==> src/rtl/mem_loader.sv <==
// rtl/mem_loader.sv - fills Memory from a byte stream at addresses 0..load_len-1, holding the CPU until done
// Optional trailing checksum byte validation: define MEM_LOADER_CHECKSUM_EN
module mem_loader #(
   parameter int ADDR_W = 6,
   parameter int DATA_W = 8,
   parameter int DEPTH  = 64
) (
   input  logic              clk,
   input  logic              reset,
   input  logic              start_load,
   input  logic [6:0]        load_len,
   input  logic              in_valid,
   input  logic [DATA_W-1:0] in_data,
   output logic              in_ready,
   output logic [ADDR_W-1:0] adr_bus,
   output logic [DATA_W-1:0] data_bus_out,
   output logic              wr_mem,
   output logic              bus_own,
   output logic              cpu_hold,
   output logic              done,
   output logic              err
);

   localparam logic [6:0] MAX_LEN = 7'(DEPTH);

   typedef enum logic [2:0] {
      S_IDLE,
      S_LOAD,
`ifdef MEM_LOADER_CHECKSUM_EN
      S_CHK,
`endif
      S_FINISH,
      S_RUN
   } state_t;

   state_t            state, state_n;
   logic [6:0]        len, len_n;
   logic [6:0]        cnt, cnt_n;
   logic              in_ready_n, wr_mem_n, bus_own_n, cpu_hold_n, done_n, err_n;
   logic [ADDR_W-1:0] adr_n;
   logic [DATA_W-1:0] data_n;
   logic              accept, len_ok;
`ifdef MEM_LOADER_CHECKSUM_EN
   logic [DATA_W-1:0] sum, sum_n;
`endif

   assign accept = in_valid && in_ready;
   assign len_ok = (load_len != 7'd0) && (load_len <= MAX_LEN);

   always_comb begin
      state_n    = state;
      len_n      = len;
      cnt_n      = cnt;
      in_ready_n = in_ready;
      adr_n      = adr_bus;
      data_n     = data_bus_out;
      wr_mem_n   = 1'b0;
      bus_own_n  = bus_own;
      cpu_hold_n = cpu_hold;
      done_n     = done;
      err_n      = err;
`ifdef MEM_LOADER_CHECKSUM_EN
      sum_n      = sum;
`endif
      case (state)
         S_IDLE, S_RUN: begin
            if (start_load) begin
               if (len_ok) begin
                  state_n    = S_LOAD;
                  len_n      = load_len;
                  cnt_n      = 7'd0;
                  done_n     = 1'b0;
                  err_n      = 1'b0;
                  in_ready_n = 1'b1;
                  bus_own_n  = 1'b1;
                  cpu_hold_n = 1'b1;
`ifdef MEM_LOADER_CHECKSUM_EN
                  sum_n      = '0;
`endif
               end else begin
                  err_n = 1'b1;
               end
            end
         end
         S_LOAD: begin
            if (accept) begin
               wr_mem_n = 1'b1;
               adr_n    = cnt[ADDR_W-1:0];
               data_n   = in_data;
               cnt_n    = cnt + 7'd1;
`ifdef MEM_LOADER_CHECKSUM_EN
               sum_n    = sum + in_data;
               if (cnt + 7'd1 == len) state_n = S_CHK;
`else
               if (cnt + 7'd1 == len) begin
                  state_n    = S_FINISH;
                  in_ready_n = 1'b0;
               end
`endif
            end
         end
`ifdef MEM_LOADER_CHECKSUM_EN
         // The checksum byte is consumed but never written to Memory.
         S_CHK: begin
            if (accept) begin
               in_ready_n = 1'b0;
               if (in_data == sum) begin
                  state_n = S_FINISH;
               end else begin
                  state_n   = S_IDLE;
                  err_n     = 1'b1;
                  bus_own_n = 1'b0;
               end
            end
         end
`endif
         S_FINISH: begin
            state_n    = S_RUN;
            bus_own_n  = 1'b0;
            cpu_hold_n = 1'b0;
            done_n     = 1'b1;
            in_ready_n = 1'b0;
         end
         default: state_n = S_IDLE;
      endcase
   end

   always_ff @(posedge clk or negedge reset) begin
      if (!reset) begin
         state        <= S_IDLE;
         len          <= 7'd0;
         cnt          <= 7'd0;
         in_ready     <= 1'b0;
         adr_bus      <= '0;
         data_bus_out <= '0;
         wr_mem       <= 1'b0;
         bus_own      <= 1'b0;
         cpu_hold     <= 1'b1;
         done         <= 1'b0;
         err          <= 1'b0;
`ifdef MEM_LOADER_CHECKSUM_EN
         sum          <= '0;
`endif
      end else begin
         state        <= state_n;
         len          <= len_n;
         cnt          <= cnt_n;
         in_ready     <= in_ready_n;
         adr_bus      <= adr_n;
         data_bus_out <= data_n;
         wr_mem       <= wr_mem_n;
         bus_own      <= bus_own_n;
         cpu_hold     <= cpu_hold_n;
         done         <= done_n;
         err          <= err_n;
`ifdef MEM_LOADER_CHECKSUM_EN
         sum          <= sum_n;
`endif
      end
   end

endmodule

==> config.mk <==
export PLATFORM = sky130hd
export DESIGN_NAME = mem_loader
export DESIGN_NICKNAME = d
export VERILOG_FILES = /design/src/rtl/mem_loader.sv
export SDC_FILE = /design/constraint.sdc
export NUM_CORES = 1
export LEC_CHECK = 0
export BUFFER_PORTS_ARGS = -buffer_cell sky130_fd_sc_hd__buf_2
export CORE_MARGIN = 5
export CORE_UTILIZATION = 50
export CTS_CLUSTER_DIAMETER = 80
export CTS_CLUSTER_SIZE = 30
export DETAILED_ROUTE_END_ITERATION = 16
export GPL_TIMING_DRIVEN = 0
export PLACE_DENSITY = 0.74
export SLEW_MARGIN = 20
export SYNTH_ARGS = -nofsm -noshare
export SYNTH_HDL_FRONTEND = slang
export SYNTH_SLANG_ARGS = --single-unit
==> constraint.sdc <==
create_clock -name clk -period 5.95 [get_ports clk]
set_clock_uncertainty 0.1 [all_clocks]
set_input_delay 1.19 -clock clk [delete_from_list [all_inputs] [get_ports clk]]
set_output_delay 1.19 -clock clk [all_outputs]
set_load 0.01 [all_outputs]
==> results of run 1 <==
[synth_stat cells (2+ instances only)]
master,instances
or2_2,2
nor2b_1,4
xor2_1,3
nand2_1,61
nor3_1,2
ha_1,4
o21a_1,3
nand3_1,4
o221ai_1,2
o21ai_0,11
and2_1,3
dfrtp_1,35
xnor2_1,6
clkbuf_1,3
mux2_2,6
nor2_1,8
inv_1,6
a21boi_0,2
nor4_1,2
buf_2,3
nand4_1,2
a21oi_1,6
[power by group through the flow]
stage / Clock, mW / Sequential, mW / Combinational, mW
finish: 0.167 / 0.382 / 0.341
global route: 0.184 / 0.395 / 0.385
CTS: 0.173 / 0.383 / 0.345
detailed placement: 0 / 0.387 / 0.344
global placement: 0 / 0.385 / 0.340
floorplan: 0 / 0.399 / 0.218
[cell type report]
class | count | area [um^2]
Tap cell | 48 | 60.1
Fill cell | 320 | 1430
Multi-Input combinational cell | 148 | 861
Clock inverter | 1 | 8.76
Timing Repair Buffer | 38 | 190
Inverter | 7 | 26.3
Clock buffer | 7 | 76.3
Buffer | 9 | 48.8
Sequential cell | 36 | 902
[cell families after synthesis]
family                     Yosys count  synth area share
AOI/OAI and AO/OA                   32             0.118
xor gates and xnor gates             9            0.0429
adders and majority gates            4            0.0272
buffers and inverters               16            0.0408
DFF                                 36             0.491
muxes                                7            0.0422
and+or+nand+nor                     96             0.238
[flip-flops by register name, summed over array words and instances (netlist names)]
register and count:
cpu_hold 1, len 7, data_bus_out 8, cnt 7
in_ready 1, adr_bus 6, bus_own 1, err 1
wr_mem 1, state 2, done 1
[stage by stage]
step           hold slack [ns]  power (mW)   util
2_1_floorplan            0.388       0.618      -
3_3_place_gp             0.354       0.726  0.579
3_5_place_dp             0.358       0.731  0.579
4_1_cts                  0.375       0.900  0.603
5_1_grt                  0.396       0.963  0.603
6_report                 0.371       0.890  0.603
[how the worst max path moves through the flow]
stage | start | end | slack (ns) | cells past startpoint
after floorplan | load_len[1] | len[0] | 2.92 | 6
after detailed placement | load_len[1] | len[5] | 2.66 | 7
final | load_len[1] | len[5] | 2.94 | 7
after CTS | load_len[1] | len[5] | 2.96 | 7
after global placement | load_len[1] | len[5] | 2.66 | 7
after global routing | load_len[1] | len[5] | 2.88 | 7
[routing by layer]
| layer | track usage | up-vias |
|---|---|---|
| li1 | - | 773 |
| met1 | 0.215 | 697 |
| met2 | 0.234 | 33 |
| met3 | 0.0398 | 4 |
| met4 | 0.0626 | 0 |
| met5 | 0 | - |
[critical path: stages]
cell and delay (ns):
buf_2 0.10, or4_1 0.51, buf_2 0.17, o31a_1 0.26, nor3_1 0.27, buf_4 0.24
mux2_2 0.34
==> impl_metrics.toml, run 1 <==
[outcome]
status = "completed"

[cts]
tritoncts = "built"
cts_hold_buf = 0
cts_buffer_depth = 2
path_clk_slew_ns = 0.07
numCtsBuffers = 5
cts-root-buf = "clkbuf_8"
cts_resized = 0
clk_latency_ns = 0.28
h-tree-depth = 2
clock-sinks = 36
cts_setup_buffers = 0

[power]
combinationalPowerShare = 0.383
pwr-share-clk = 0.188
leakage_nw = 1.09
switching_power_mw = 0.326
p_int_mw = 0.565
p_seq_frac = 0.429
swShare = 0.366
power.density_mw_per_mm2 = 410
ir_worst_vdd_uv = 293

[sta]
drv_slew = 0
period_minus_slack_ns = 3.01
setup-tns-final_ns = 0
rsz0062_at_grt = "no"
setup_ws_ns = 2.94
finalCritPeriodShare = 0.507
worst_pin_slew_ns = 0.774
finalHoldViolations = 0
max_freq_mhz = 332
slew_headroom = 0.484
final-setup-viol-count = 0

[place]
dp_hpwl_mm = 2.67
dpl_cell_area_mm2 = 0.00209
dp_slack_ns = 2.66
gp_congestion = 0.825
port_buffers = 38
dp.cells = 286

[hold_path]
min_path_type = "reg2reg"
hold_depth = 2
holdPathEnd = "data_bus_out[1]"
worstHoldStart = "data_bus_out[1]"

[critical_path]
rr_startpoint = "cnt[0]"
crit_arrival_ns = 3.09
crit_type = "in2reg"
reg2reg_slack_ns = 3.45
required_ns = 6.02
ff2ff_path_depth = 6
reg2reg_to = "in_ready"
cp-end-kind = "register"
start_kind = "input port"
crit_fanout = 10

[floorplan]
dieHeight_um = 70.6
dieArea_mm2 = 0.00499
rows = 22
die_w_um = 70.6
coreArea_mm2 = 0.00361
initial_core_util = 0.510
ios = 39

[global_route]
grt_usage = 0.155
grt_pass1_vias = 1315
grt_max_degree = 37
grt_pass1_wl_mm = 6.16
grt_overflow = 0
antenna_found_initial = 0

[final_layout]
diodes = 0
final_cell_mix = "61 x nand2_1, 41 x buf_2, 35 x dfrtp_1"
fin_area_mm2 = 0.00217
nNetsFinal = 268
drive_above_1_share = 0.248
final_common_cell = "nand2_1"
instances_no_fill = 294
syn2layout_area_growth_pct = 18.2

[synth]
synth_ff_type = "dfrtp_1"
async_flop_share = 1.00
synth_area_mm2 = 0.00184
yosys_warnings = 0
synthTopCellsByArea = "dfrtp_1 48%, nand2_1 12%, mux2_2 3.7%"
synth_top_area_cell = "dfrtp_1"
syn_inst = 200
synth_top_area_frac = 0.477
synth_cell_types = 44
synth-edff-count = 0
synth_nets = 223
synth-seq-cells = 36
synth_seq_area_share = 0.491
postSynthAreaPerCell_um2 = 9.19

[route]
num_vias = 1507
drt_iter0_markers = 79
wl_per_cell_um = 12.3
vias_per_cell = 5.13
wl_mm = 3.61
routed.top_layer = "met4"
ant_nets = 0
drt-met1-wl_mm = 1.67
detail_route.first_pass.iterations = 4
wl_met3_um = 164
drc = 0
wl_met2_mm = 1.72

[flow_run]
cap_violations = 0
(Power assumes the default switching activity.)
==> inputs of run 2 (changes only) <==
- CORE_UTILIZATION: 50 -> 48
- clock period: 5.95 -> 2.7 ns (I/O delays scaled with it)
==> run 2 against run 1 <==
Net effect: wire length grew 5.8%; utilization shrank 0.64 points; setup slack lost 2.6 ns; global-route usage shrank 0.11 points; combinational power grew 120%; worst hold slack lost 0.14 ns; clock-buffer cell count shrank 2; die area grew 3.6%; register-to-register slack lost 3.1 ns; via count shrank 0.46%; total power grew 130%.
==> impl_metrics.toml, run 2 (synthesis gave the netlist of run 1 again) <==
[critical_path]
crit_arrival_ns = 2.45
crit_type = "reg2reg"
required_ns = 2.77
crit_fanout = 6
start_kind = "register"
reg2reg_slack_ns = 0.32
ff2ff_path_depth = 6
cp-end-kind = "register"

[final_layout]
largestRegisters = "data_bus_out: 8 flops, cnt: 7 flops, len: 7 flops"
drive_above_1_share = 0.256
nNetsFinal = 268
syn2layout_area_growth_pct = 19.7
diodes = 0
fin_area_mm2 = 0.00220
instances_no_fill = 294
final_cell_mix = "61 x nand2_1, 41 x buf_2, 35 x dfrtp_1"
largest_reg_flops = 8
finish.utilization = 0.596
largest-register = "data_bus_out"
final_common_cell = "nand2_1"

[global_route]
antenna_found_initial = 0
grt_util_met1 = 0.197
grt_pass1_vias = 1388
grt_max_degree = 37
busiest_layer = "met2"
use_met2 = 0.249
grt_overflow = 0
grt_usage = 0.154
globalRouteMet3Util = 0.0435
grt_pass1_wl_mm = 6.33

[hold_path]
min_path_type = "in2async"

[cts]
clk_latency_ns = 0.29
cts_setup_buffers = 0
h-tree-depth = 2
path_clk_slew_ns = 0.07
clock-sinks = 36
tritoncts = "built"
cts_hold_buf = 0
numCtsBuffers = 5
cts_buffer_depth = 2
cts-root-buf = "clkbuf_8"
cts_resized = 0

[sta]
finalHoldViolations = 0
rsz0062_at_grt = "no"
max_freq_mhz = 420
period_minus_slack_ns = 2.38
drv_slew = 0
finalCritPeriodShare = 0.882
worst_pin_slew_ns = 0.785
setup_ws_ns = 0.319
setup-tns-final_ns = 0
slew_headroom = 0.477
final-setup-viol-count = 0

[floorplan]
initial_core_util = 0.498
dieHeight_um = 71.9
rows = 22
die_w_um = 71.9
dieArea_mm2 = 0.00517
coreArea_mm2 = 0.00369
ios = 39

[place]
gp_congestion = 0.779
dpl_cell_area_mm2 = 0.00209
dp_hpwl_mm = 2.78
dp.cells = 286
dp_slack_ns = 0.0337
port_buffers = 38

[power]
power.density_mw_per_mm2 = 943
ir_worst_vdd_uv = 556
leakage_nw = 1.10

[route]
wl_per_cell_um = 13.0
wl_mm = 3.82
num_vias = 1500
drc = 0
detail_route.first_pass.iterations = 4
vias_per_cell = 5.10
ant_nets = 0
drt_iter0_markers = 41

[flow_run]
cap_violations = 0

[outcome]
status = "completed"
run 2: cell count changes in the layout (fill, tap and decap cells not counted):
cell        change
clkinvlp_4      +1
clkinv_2        +1
clkinv_4        -1
clkbuf_1        -2
bufinv_16       +1
run 2: cell type report:
| class | instances | area, um^2 |
|---|---|---|
| inverter | 7 | 26.3 |
| multi-input combinational | 148 | 861 |
| clock inverter | 3 | 42.5 |
| buffer | 9 | 48.8 |
| timing repair buffer | 38 | 190 |
| sequential | 36 | 902 |
| tap | 48 | 60.1 |
| fill | 341 | 1490 |
| clock buffer | 5 | 68.8 |
run 2: per-layer routing:
metal,up-vias,share of wire
met5,-,0
met4,0,0.012
met3,5,0.038
met2,19,0.48
met1,707,0.47
li1,769,-
run 2: power by group:
part,internal [mW],switching (mW)
Combinational,0.341,0.418
Sequential,0.718,0.127
Clock,0.273,0.195
Total,1.33,0.741
run 2: worst max-delay path: stages, from the launching register on:
cell and delay (ns):
dfrtp_1 0.45, ha_1 0.36, xnor2_1 0.16, nand4_1 0.11, nor4b_1 0.54, nand2_1 0.14, a311o_2 0.40
run 2: per-stage QoR:
step / hold WS (ns) / power [mW]
global placement: 0.354 / 1.59
detailed placement: 0.357 / 1.62
global route: 0.288 / 2.21
CTS: 0.254 / 2.09
finish: 0.230 / 2.07
floorplan: 0.144 / 1.36
run 2: worst paths after layout:
path                             from              end
min                             reset             done
min reg2reg                adr_bus[2]       adr_bus[2]
max in group asynchronous       reset           cnt[3]
max reg2reg                    cnt[0]         in_ready
max                            cnt[0]         in_ready
min in group clk           in_data[2]  data_bus_out[2]
==> inputs of run 3 (changes only) <==
- clock period: 2.7 -> 1.95 ns (I/O delays scaled with it)
==> run 3 against run 2 <==
Net effect: the flow now finishes with violations (setup timing); highest routed layer unchanged; cell count rose by 3.7%; sequential share of layout area decreased by 5.1 points; critical endpoint is now cnt[4]; worst hold slack lost 0.16 ns.
==> impl_metrics.toml, run 3 (synthesis gave the netlist of run 1 again) <==
[outcome]
status = "finished with violations"
violations = "setup timing"

[cts]
clock-sinks = 36
tritoncts = "built"
clk_latency_ns = 0.29
h-tree-depth = 2
path_clk_slew_ns = 0.07
cts-root-buf = "clkbuf_8"
cts_buffer_depth = 2
numCtsBuffers = 5

[power]
pwr-share-clk = 0.158
swShare = 0.374
p_seq_frac = 0.376
power.density_mw_per_mm2 = 1260
ir_worst_vdd_uv = 801
leakage_nw = 1.22
switching_power_mw = 1.19
combinationalPowerShare = 0.466
total_power_mw = 3.17
p_int_mw = 1.98

[critical_path]
ff2ff_path_depth = 5
rr_startpoint = "len[2]"
crit_top_cell = "buf_6"
crit_fanout = 5
start_kind = "input port"
required_ns = 2.01
reg2reg_to = "in_ready"
cp_slowest_cell = "or4_4"
path_cells = "buf_6 -> or4_4 -> buf_6 -> mux2i_4 -> or2_4 -> clkbuf_16 -> a21oi_2 -> o21ai_0"
reg2reg_slack_ns = -0.03
cp-endpoint = "cnt[4]"
crit_arrival_ns = 2.05
critPathLaunch = "load_len[1]"
cp-end-kind = "register"
crit_path_max_incr_delay_ns = 0.57
crit_type = "in2reg"

[floorplan]
initial_core_util = 0.498
ios = 39
coreArea_mm2 = 0.00369
dieHeight_um = 71.9
rows = 22
dieArea_mm2 = 0.00517
die_w_um = 71.9

[sta]
max_freq_mhz = 504
period_minus_slack_ns = 1.98
drv_slew = 0
finalHoldViolations = 0
finalCritPeriodShare = 1.02
worst_pin_slew_ns = 0.768
final-setup-viol-count = 6
setup_ws_ns = -0.0335
slew_headroom = 0.488
rsz0062_at_grt = "yes"

[final_layout]
fillers = 318
instances_no_fill = 305
final_common_cell = "nand2_1"
fin_area_mm2 = 0.00252
diodes = 0
seq_area_um2 = 906
drive_above_1_share = 0.405
largest-register = "data_bus_out"
largest_reg_flops = 8
final_cell_mix = "59 x nand2_1, 37 x buf_2, 32 x dfrtp_1"
largestRegisters = "data_bus_out: 8 flops, cnt: 7 flops, len: 7 flops"
finish.utilization = 0.684
multi_input_area_mm2 = 0.00107
syn2layout_area_growth_pct = 37.2
nNetsFinal = 279

[global_route]
antenna_found_initial = 0
grt_pass1_vias = 1540
grt_overflow = 0
grt_max_degree = 37
grt_usage = 0.171
grt_pass1_wl_mm = 6.89

[route]
wl_mm = 4.52
drc = 0
wl_per_cell_um = 14.8
drt_iter0_markers = 116
detail_route.first_pass.iterations = 4
ant_nets = 0
num_vias = 1617
vias_per_cell = 5.30

[place]
gp_congestion = 0.782
dp_hpwl_mm = 2.86
dp.cells = 286
port_buffers = 38
dpl_cell_area_mm2 = 0.00212

[hold_path]
min_path_type = "in2async"

[flow_run]
cap_violations = 0
-- run 3: cell count changes in the layout (fill, tap and decap cells not counted), moves of 3 or more --
cell / delta
buf_6: +3
buf_2: -4
xnor2_2: +3
a21oi_1: -3
dfrtp_2: +3
mux2_4: +6
dfrtp_1: -3
buf_4: +12
xnor2_1: -3
a21oi_2: +3
mux2_2: -6
-- run 3: worst min path at each step --
stage	start	to	depth (start not counted)
final	reset	state[0]	1
after detailed placement	adr_bus[2]	adr_bus[2]	2
after CTS	reset	len[2]	1
after floorplan	reset	adr_bus[0]	0
after global routing	reset	err	1
after global placement	data_bus_out[3]	data_bus_out[3]	2
-- run 3: worst max-delay path: cells and delay by family --
kind	cells	cell delay, ns
mux	1	0.18
compound gates	2	0.21
buf+inv	3	0.41
simple gates	2	0.84
-- run 3: layer usage --
layer / vias up / share of wire / wire, um / GRT usage
li1: 791 / - / - / -
met1: 785 / 0.43 / 1950 / 0.207
met2: 31 / 0.50 / 2270 / 0.289
met5: - / 0 / 0 / 0
met3: 10 / 0.045 / 203 / 0.0533
met4: 0 / 0.019 / 85 / 0.0564
-- run 3: repair_timing --
action,CTS,global route
hold buffers,0,0
endpoints found under the setup margin,28,29
gates cloned,0,1
endpoints found under the hold margin,0,0
gates resized for setup,25,24
buffers inserted,11,2
pin swaps,10,6
-- run 3: power groups by stage --
stage | sequential (mW) | clock (mW) | combinational [mW]
global placement | 1.17 | 0 | 1.07
finish | 1.19 | 0.502 | 1.48
CTS | 1.18 | 0.513 | 1.29
detailed placement | 1.19 | 0 | 1.09
global route | 1.23 | 0.548 | 1.61
floorplan | 1.22 | 0 | 0.697
-- run 3: final cells by class --
| type | instances | share of cell area |
|---|---|---|
| flip-flops and latches | 36 | 0.359 |
| well taps | 48 | 0.0238 |
| repair buffers | 52 | 0.130 |
| clock inverters | 1 | 0.00198 |
| plain buffers | 6 | 0.0193 |
| multi-input cells | 148 | 0.423 |
| inverters | 7 | 0.0119 |
| clock buffers | 7 | 0.0303 |
-- run 3: through the flow --
| step | worst slack, ns | hold WS [ns] | setup TNS [ns] |
|---|---|---|---|
| detailed placement | -0.413 | 0.358 | -8.28 |
| finish | -0.0335 | 0.0667 | -0.0901 |
| floorplan | -0.180 | -0.00559 | -1.60 |
| CTS | -0.0576 | 0.103 | -0.426 |
| global route | -0.103 | 0.141 | -0.963 |
| global placement | -0.396 | 0.353 | -8.36 |
